### config.mk
export PLATFORM = sky130hd
export DESIGN_NAME = ref_block_fetch
export DESIGN_NICKNAME = d
export VERILOG_FILES = /design/src/rtl/ref_block_fetch.sv
export SDC_FILE = /design/constraint.sdc
export NUM_CORES = 1
export LEC_CHECK = 0
export ABC_AREA = 1
export ABC_CLOCK_PERIOD_IN_PS = 4970
export CAP_MARGIN = 20
export CORE_ASPECT_RATIO = 0.6
export CORE_MARGIN = 2
export CORE_UTILIZATION = 49
export CTS_CLUSTER_DIAMETER = 60
export DETAILED_ROUTE_END_ITERATION = 7
export PLACE_DENSITY = 0.81
export RECOVER_POWER = 100
export SLEW_MARGIN = 10
export SYNTH_ARGS = -nofsm -noshare
export SYNTH_HDL_FRONTEND = slang
export SYNTH_SLANG_ARGS = --single-unit
### constraint.sdc
create_clock -name clk_i -period 4.97 [get_ports clk_i]
set_input_delay 0.7455 -clock clk_i [delete_from_list [all_inputs] [get_ports clk_i]]
set_output_delay 0.7455 -clock clk_i [all_outputs]
set_load 0.01 [all_outputs]
### src/rtl/ref_block_fetch.sv
// Reference block fetcher: reads an N x N block from the frame store with
// edge-clamped coordinates and streams it out in raster order through a 2-entry FIFO.
module ref_block_fetch #(
  parameter int WIDTH      = 640,
  parameter int HEIGHT     = 480,
  parameter int N          = 8,
  parameter int NUM_FRAMES = 4,
  parameter int ADDR_W     = $clog2(NUM_FRAMES*WIDTH*HEIGHT)
) (
  input  logic                          clk_i,
  input  logic                          reset_i,
  input  logic                          req_valid_i,
  output logic                          req_ready_o,
  input  logic [$clog2(NUM_FRAMES)-1:0] req_frame_i,
  input  logic signed [11:0]            req_x_i,
  input  logic signed [11:0]            req_y_i,
  output logic                          mem_rd_en_o,
  output logic [ADDR_W-1:0]             mem_addr_o,
  input  logic [7:0]                    mem_rdata_i,
  output logic                          pix_valid_o,
  input  logic                          pix_ready_i,
  output logic [7:0]                    pix_data_o,
  output logic                          pix_last_o,
  output logic                          busy_o
);
  localparam int FW = $clog2(NUM_FRAMES);
  localparam int CW = (N > 1) ? $clog2(N) : 1;
  localparam int XW = $clog2(WIDTH);
  localparam int YW = $clog2(HEIGHT);

  typedef enum logic [1:0] {IDLE, FETCH, DRAIN} state_e;

  state_e             state_q;
  logic [FW-1:0]      frame_q;
  logic signed [11:0] x_q, y_q;
  logic [CW-1:0]      col_q, row_q;
  logic               inflight_q, inflight_last_q;
  logic [1:0][7:0]    fifo_data_q;
  logic [1:0]         fifo_last_q;
  logic               rptr_q, wptr_q;
  logic [1:0]         cnt_q;

  logic               pop, rd_en, blk_last;
  logic signed [12:0] sx, sy;
  logic [XW-1:0]      cx;
  logic [YW-1:0]      cy;

  assign pix_valid_o = (cnt_q != 2'd0);
  assign pix_data_o  = fifo_data_q[rptr_q];
  assign pix_last_o  = pix_valid_o & fifo_last_q[rptr_q];
  assign pop         = pix_valid_o & pix_ready_i;
  assign blk_last    = (col_q == CW'(N-1)) && (row_q == CW'(N-1));
  // Reserve a slot for every read in flight; a pop this cycle frees one.
  assign rd_en       = (state_q == FETCH) &&
                       ((3'(cnt_q) + 3'(inflight_q)) < (3'd2 + 3'(pop)));
  assign mem_rd_en_o = rd_en;
  assign req_ready_o = (state_q == IDLE);
  assign busy_o      = (state_q != IDLE);

  // Counters and request only move on an issued read or an accept, so the
  // address naturally holds its last value between reads.
  always_comb begin
    sx = 13'(x_q) + 13'(col_q);
    sy = 13'(y_q) + 13'(row_q);
    if (sx[12])                      cx = '0;
    else if (sx > 13'(WIDTH-1))      cx = XW'(WIDTH-1);
    else                             cx = sx[XW-1:0];
    if (sy[12])                      cy = '0;
    else if (sy > 13'(HEIGHT-1))     cy = YW'(HEIGHT-1);
    else                             cy = sy[YW-1:0];
    mem_addr_o = ADDR_W'(frame_q) * ADDR_W'(WIDTH*HEIGHT)
               + ADDR_W'(cy) * ADDR_W'(WIDTH) + ADDR_W'(cx);
  end

  always_ff @(posedge clk_i) begin
    if (reset_i) begin
      state_q         <= IDLE;
      frame_q         <= '0;
      x_q             <= '0;
      y_q             <= '0;
      col_q           <= '0;
      row_q           <= '0;
      inflight_q      <= 1'b0;
      inflight_last_q <= 1'b0;
      fifo_data_q     <= '0;
      fifo_last_q     <= '0;
      rptr_q          <= 1'b0;
      wptr_q          <= 1'b0;
      cnt_q           <= '0;
    end else begin
      inflight_q      <= rd_en;
      inflight_last_q <= rd_en & blk_last;
      if (inflight_q) begin
        fifo_data_q[wptr_q] <= mem_rdata_i;
        fifo_last_q[wptr_q] <= inflight_last_q;
        wptr_q              <= ~wptr_q;
      end
      if (pop) rptr_q <= ~rptr_q;
      cnt_q <= cnt_q + 2'(inflight_q) - 2'(pop);

      case (state_q)
        IDLE: if (req_valid_i) begin
          frame_q <= (int'(req_frame_i) >= NUM_FRAMES) ? FW'(NUM_FRAMES-1) : req_frame_i;
          x_q     <= req_x_i;
          y_q     <= req_y_i;
          col_q   <= '0;
          row_q   <= '0;
          state_q <= FETCH;
        end
        FETCH: if (rd_en) begin
          if (blk_last) state_q <= DRAIN;
          else if (col_q == CW'(N-1)) begin
            col_q <= '0;
            row_q <= row_q + 1'b1;
          end else col_q <= col_q + 1'b1;
        end
        DRAIN: if (pop && pix_last_o) state_q <= IDLE;
        default: state_q <= IDLE;
      endcase
    end
  end
endmodule

Word level (Yosys, flattened, before mapping)
Cells that the tools add are included.
{"block": "totals", "ff_bits": 58, "inputBits": 38, "out_inout_bits": 34, "elab_cells": 87}
{"block": "op_classes", "n_addsub": 10, "n_mul": 2, "order_cmp": 6, "eq_ne": 10, "muxes": 28, "n_bitwise": 5, "n_reduce_logical": 12}
{"cell": "12-bit by 4-bit adder with 13-bit output", "count": 2}
{"cell": "8-bit two-way mux", "count": 3}
{"cell": "21-bit by 10-bit adder with 21-bit output", "count": 1}
{"cell": "21-bit by 19-bit adder with 21-bit output", "count": 1}
{"cell": "3-bit two-way mux", "count": 7}
{"cell": "10-bit two-way mux", "count": 2}
{"cell": "9-bit two-way mux", "count": 2}
{"cell": "16-bit bitwise mux", "count": 1}
{"cell": "13-bit by 10-bit greater-than comparator with 1-bit output, second input constant", "count": 1}
{"cell": "13-bit by 11-bit greater-than comparator with 1-bit output, second input constant", "count": 1}
{"cell": "9-bit by 3-bit multiplier with 12-bit output, second input constant", "count": 1}
{"cell": "3-bit one-hot mux with 2 select lines", "count": 2}
{"cell": "2-bit inequality test, second input constant", "count": 5}
{"cell": "2-bit by 7-bit multiplier with 9-bit output, second input constant", "count": 1}
{"cell": "8-bit demux with 1-bit select", "count": 1}
{"cell": "2-bit two-way mux", "count": 4}
{"cell": "4-bit AND reduction", "count": 2}
{"cell": "3-bit by 1-bit adder with 3-bit output, second input constant", "count": 2}
{"cell": "3-bit == test, second input constant", "count": 2}
{"cell": "2-bit one-hot mux with 3 select lines", "count": 1}
{"cell": "2-bit nonzero test", "count": 3}
{"cell": "5-bit AND reduction", "count": 1}
{"cell": "1-bit logical AND", "count": 4}
{"cell": "1-bit by 2-bit less-than comparator with 1-bit output, second input constant", "count": 2}
{"cell": "other kinds (16)", "count": 21}

Logic depth before layout (Yosys ltp)
{"block": "depth", "word_depth": 7, "ltp_mapped": 31, "depth_no_buf": 31}

Least setup slack after synthesis
OpenSTA, ideal clock, no wires.
{"block": "synth_path", "kind": "reg2out", "from": "reg row_q[0]", "to": "out mem_addr_o[19]", "t_arrival_ns": 4.512, "required_ns": 4.225, "path_slack_ns": -0.288, "path_stages_with_launch": 27, "path_buffers": 0, "path_cell_list": "dfxtp_1 > ha_1 > inv_1 > fa_1 > o21ai_2 > nand3_1 > nand2_1 > nand3_2 > nor2_4 > nand2_1 > o21ai_0 > nor2_1 > nor2_1 > ha_1 > inv_1 > fa_1 > o21ai_0 > a21oi_1 > o21ai_0 > xor2_1 > inv_1 > ha_1 > a21oi_1 > o21bai_1 > a221oi_1 > nand3_1 > nand2_1"}
{"block": "synth_between", "elab_chain_len": 7}
{"item": "from (decl)", "line_no": "36", "text": "logic [CW-1:0] col_q, row_q;"}
{"item": "from (signal assigned)", "line_no": "114", "text": "row_q <= row_q + 1'b1;"}
{"item": "12-bit by 4-bit adder with 13-bit output (*)", "line_no": "64", "text": "sy = 13'(y_q) + 13'(row_q);"}
{"item": "13-bit by 10-bit greater-than comparator with 1-bit output", "line_no": "69", "text": "else if (sy > 13'(HEIGHT-1)) cy = YW'(HEIGHT-1);"}
{"item": "9-bit two-way mux", "line_no": "69"}
{"item": "9-bit two-way mux (*)", "line_no": "68", "text": "if (sy[12]) cy = '0;"}
{"item": "9-bit by 3-bit multiplier with 12-bit output (*)", "line_no": "72", "text": "+ ADDR_W'(cy) * ADDR_W'(WIDTH) + ADDR_W'(cx);"}
{"item": "21-bit by 19-bit adder with 21-bit output (*)", "line_no": "72"}
{"item": "21-bit by 10-bit adder with 21-bit output (*)", "line_no": "72"}
{"item": "to (decl)", "line_no": "18", "text": "output logic [ADDR_W-1:0] mem_addr_o,"}
Mark *: on every way between the ends. The rest lies on a longest branch, timed or not.

Worst setup path in the final report
{"block": "layout_path", "from": "reg row_q[0]", "to": "out mem_addr_o[17]"}
The elaborated chain is that of the path after synthesis.

==> flow_summary.toml <==
[detailed_routing]
dr.pass1.iters = 8
vias = 5760
routedWlPerCell_um = 20.5
drc_errors = 0
viasPerCell = 6.19
wl_mm = 19.1
initialDrtViolationCount = 992
drtAntennaViolNets = 0

[layout]
drive_gt1_share_pct = 29.4
nFillCells = 475
synthToLayoutAreaGrowth_pct = 57.6
num_antenna_cells = 0
postLayoutCellArea_um2 = 6670
fin_util_pct = 78.8
seqCellArea_um2 = 1170
fin_nets = 894
multi_input_area_um2 = 3240

[die]
die_w_um = 124
rows = 26
ios = 72
core-area_um2 = 8460
die_y_um = 76.0
floorplan.initialDensity_pct = 50.0
die_area_um2 = 9420

[critical_path]
required_ns = 4.22
cp_slowest_cell = "fa_2"
cp-end-kind = "output pin"
path_class = "reg -> out"
arrival_ns = 5.24
r2r_start = "inflight_q$_SDFF_PP0_"
max_stage_delay_ns = 0.38
cp_max_fo = 6
cp-start-kind = "register"
startpoint = "row_q[0]$_SDFFE_PP0P_"

[sta]
setup_violations = 11
layout_min_cycle_time_ns = 5.98
hold_slack_ns = 0.483
final-hold-violation-count = 0
setup_slack_ns = -1.01
grt_setup_unrepaired = "yes"
finalClockSkew_ns = 0.00760
worst_pin_slew_ns = 1.13
maxSlewViolCount = 0
max-slew-margin-rel_pct = 24.7
clock.fmax_mhz = 167
period_share_pct = 120

[synth]
postSynth.asyncResetShare_pct = 0
synthDistinctLibCells = 36
ys_ff_latch = 58
synth_edf_count = 0
synth_nets = 725
ys.flop_type = "dfxtp_1"
netlist_area_um2 = 4230
ys_warn_count = 0
yosysSeqAreaShare_pct = 27.4
syn_inst = 645
avgSynthCellArea_um2 = 6.56

[cts]
numCtsBuffers = 9
cts_tree = "built"
cts.sinks = 58
cts-root-buf = "clkbuf_16"
clk_latency_ns = 0.34
ctsLongestPathBuffers = 2
cts_hold_buf = 0
clk_pin_slew_worst_paths_ns = 0.06
cts_htree_levels = 3

[placement]
hpwlAfterDp_mm = 9.99
place.gp.congestion = 1.01
dpl_cell_area_um2 = 5610
numPortBuffers = 71

[worst_hold_path]
hold_class = "reg -> reg"
hp-start = "fifo_data_q[13]$_SDFFE_PP0P_"

[grt]
grt_max_degree = 40
grt_pass1_vias = 5144
antenna_found_initial = 0
grt_first_pass_wirelength_mm = 25.5
track_usage_pct = 34.9
grt_overflow = 0

[run]
maxCapViolCount = 0

[power_and_ir_drop]
powerDensity_nw_per_um2 = 565
p_leak_nw = 3.19
vdd_drop_max_mv = 0.335

[status]
violations = "setup timing"
status = "finished with violations"
cell usage in the layout, fill, tap and decap left out, types with 3 or more instances in the layout:
cell type        count
a21oi_1             35
a21oi_2              5
a21oi_4              4
buf_2                5
buf_4               88
buf_6               13
clkbuf_1             3
clkbuf_16            9
clkdlybuf4s50_1     41
clkinv_1             3
dfxtp_1             56
dlygate4sd3_1       20
ha_1                26
ha_4                13
inv_1               71
inv_2               14
inv_4                3
nand2_1            118
nand2_2             20
nand2_4              4
nand3_1             31
nand3_2              8
nand4_1              7
nor2_1              84
nor2_2              11
nor2_4               7
nor3_1               4
nor3_4               4
o21ai_0             56
o21ai_4              4
xnor2_1              4
xnor2_4              3
xor2_1              11
cells in the mapped netlist, drive strengths merged, types with 2 or more instances:
cell | instances | area share [%]
xor2 | 13 | 2.7
clkinv | 3 | 0.27
o21bai | 2 | 0.35
clkbuf | 11 | 0.98
a21oi | 44 | 5.5
ha | 39 | 12
nand4 | 8 | 1.3
nor2 | 102 | 9.8
o21ai | 64 | 7.9
nor3 | 9 | 1.2
nand3 | 41 | 5.4
xnor2 | 7 | 1.4
dfxtp | 58 | 27
nand2 | 143 | 13
inv | 89 | 7.9
fa | 3 | 1.4
routing by layer:
metal | part of all wire (%) | routed length (um) | global-route usage [%]
met5 | 0.24 | 46 | 0
met2 | 42 | 7960 | 54.2
met4 | 8.8 | 1690 | 16.5
met3 | 12 | 2330 | 8.91
met1 | 37 | 7030 | 45.3
flip-flops by register name, indices dropped and copies added, names as in the netlist:
register and cells:
cnt_q 2, inflight_q 1, row_q 3, inflight_last_q 1, fifo_data_q 16, rptr_q 1
x_q 12, fifo_last_q 2, y_q 12, state_q 2, wptr_q 1, frame_q 2
col_q 3
per-stage QoR:
step	total power, W	cells	worst slack, ns	setup TNS (ns)
finish	0.00377	931	-1.01	-6.04
global route	0.00389	931	-1.08	-7.58
CTS	0.00327	927	-0.659	-4.19
detailed placement	0.00228	885	-0.846	-4.89
global placement	0.00223	884	-0.571	-2.91
floorplan	0.00145	645	0.0344	0
logic make-up after synthesis:
family / Yosys count / share of synthesized area [%]
simple gates: 306 / 31.4
compound gates: 115 / 14.7
buf+inv: 104 / 9.41
flops: 58 / 27.4
fa+ha+maj: 42 / 13.0
xor+xnor: 20 / 4.14
cell type report:
type	count	area share [%]
Sequential cell	58	17.5
Inverter	92	5.37
Tap cell	112	2.10
Timing Repair Buffer	170	22.0
Multi-Input combinational cell	483	48.6
Clock buffer	12	3.70
Clock inverter	4	0.769
where the power goes:
| group | leakage [nW] | internal, W | switching (W) |
|---|---|---|---|
| Clock | 0.143 | 0.000402 | 0.000238 |
| Sequential | 0.477 | 0.000526 | 0.0000684 |
| Combinational | 2.57 | 0.00117 | 0.00136 |
worst max-delay path: cells and delay by family (launching register included):
| family | cells | cell delay [ns] |
|---|---|---|
| simple gates | 9 | 0.85 |
| fa+ha+maj | 5 | 1.34 |
| compound gates | 8 | 1.28 |
| buf+inv | 7 | 0.67 |
| xor+xnor | 2 | 0.36 |
| flops | 1 | 0.37 |
final timing paths:
| path | end | slack [ns] | cells after the start |
|---|---|---|---|
| setup / recovery | mem_addr_o[17] | -1.01 | 31 |
| hold / removal | fifo_data_q[13]$_SDFFE_PP0P_ | 0.48 | 2 |
| setup reg to reg | row_q[0]$_SDFFE_PP0P_ | 2.38 | 12 |
| hold reg to reg | fifo_data_q[13]$_SDFFE_PP0P_ | 0.48 | 2 |
what timing repair did:
action / CTS / global route
endpoints found under the setup margin: 9 / 11
setup buffers: 28 / 5
pin swaps: 65 / 52
resized for setup: 121 / 53
Note: power is estimated with default switching activity, not from simulation.
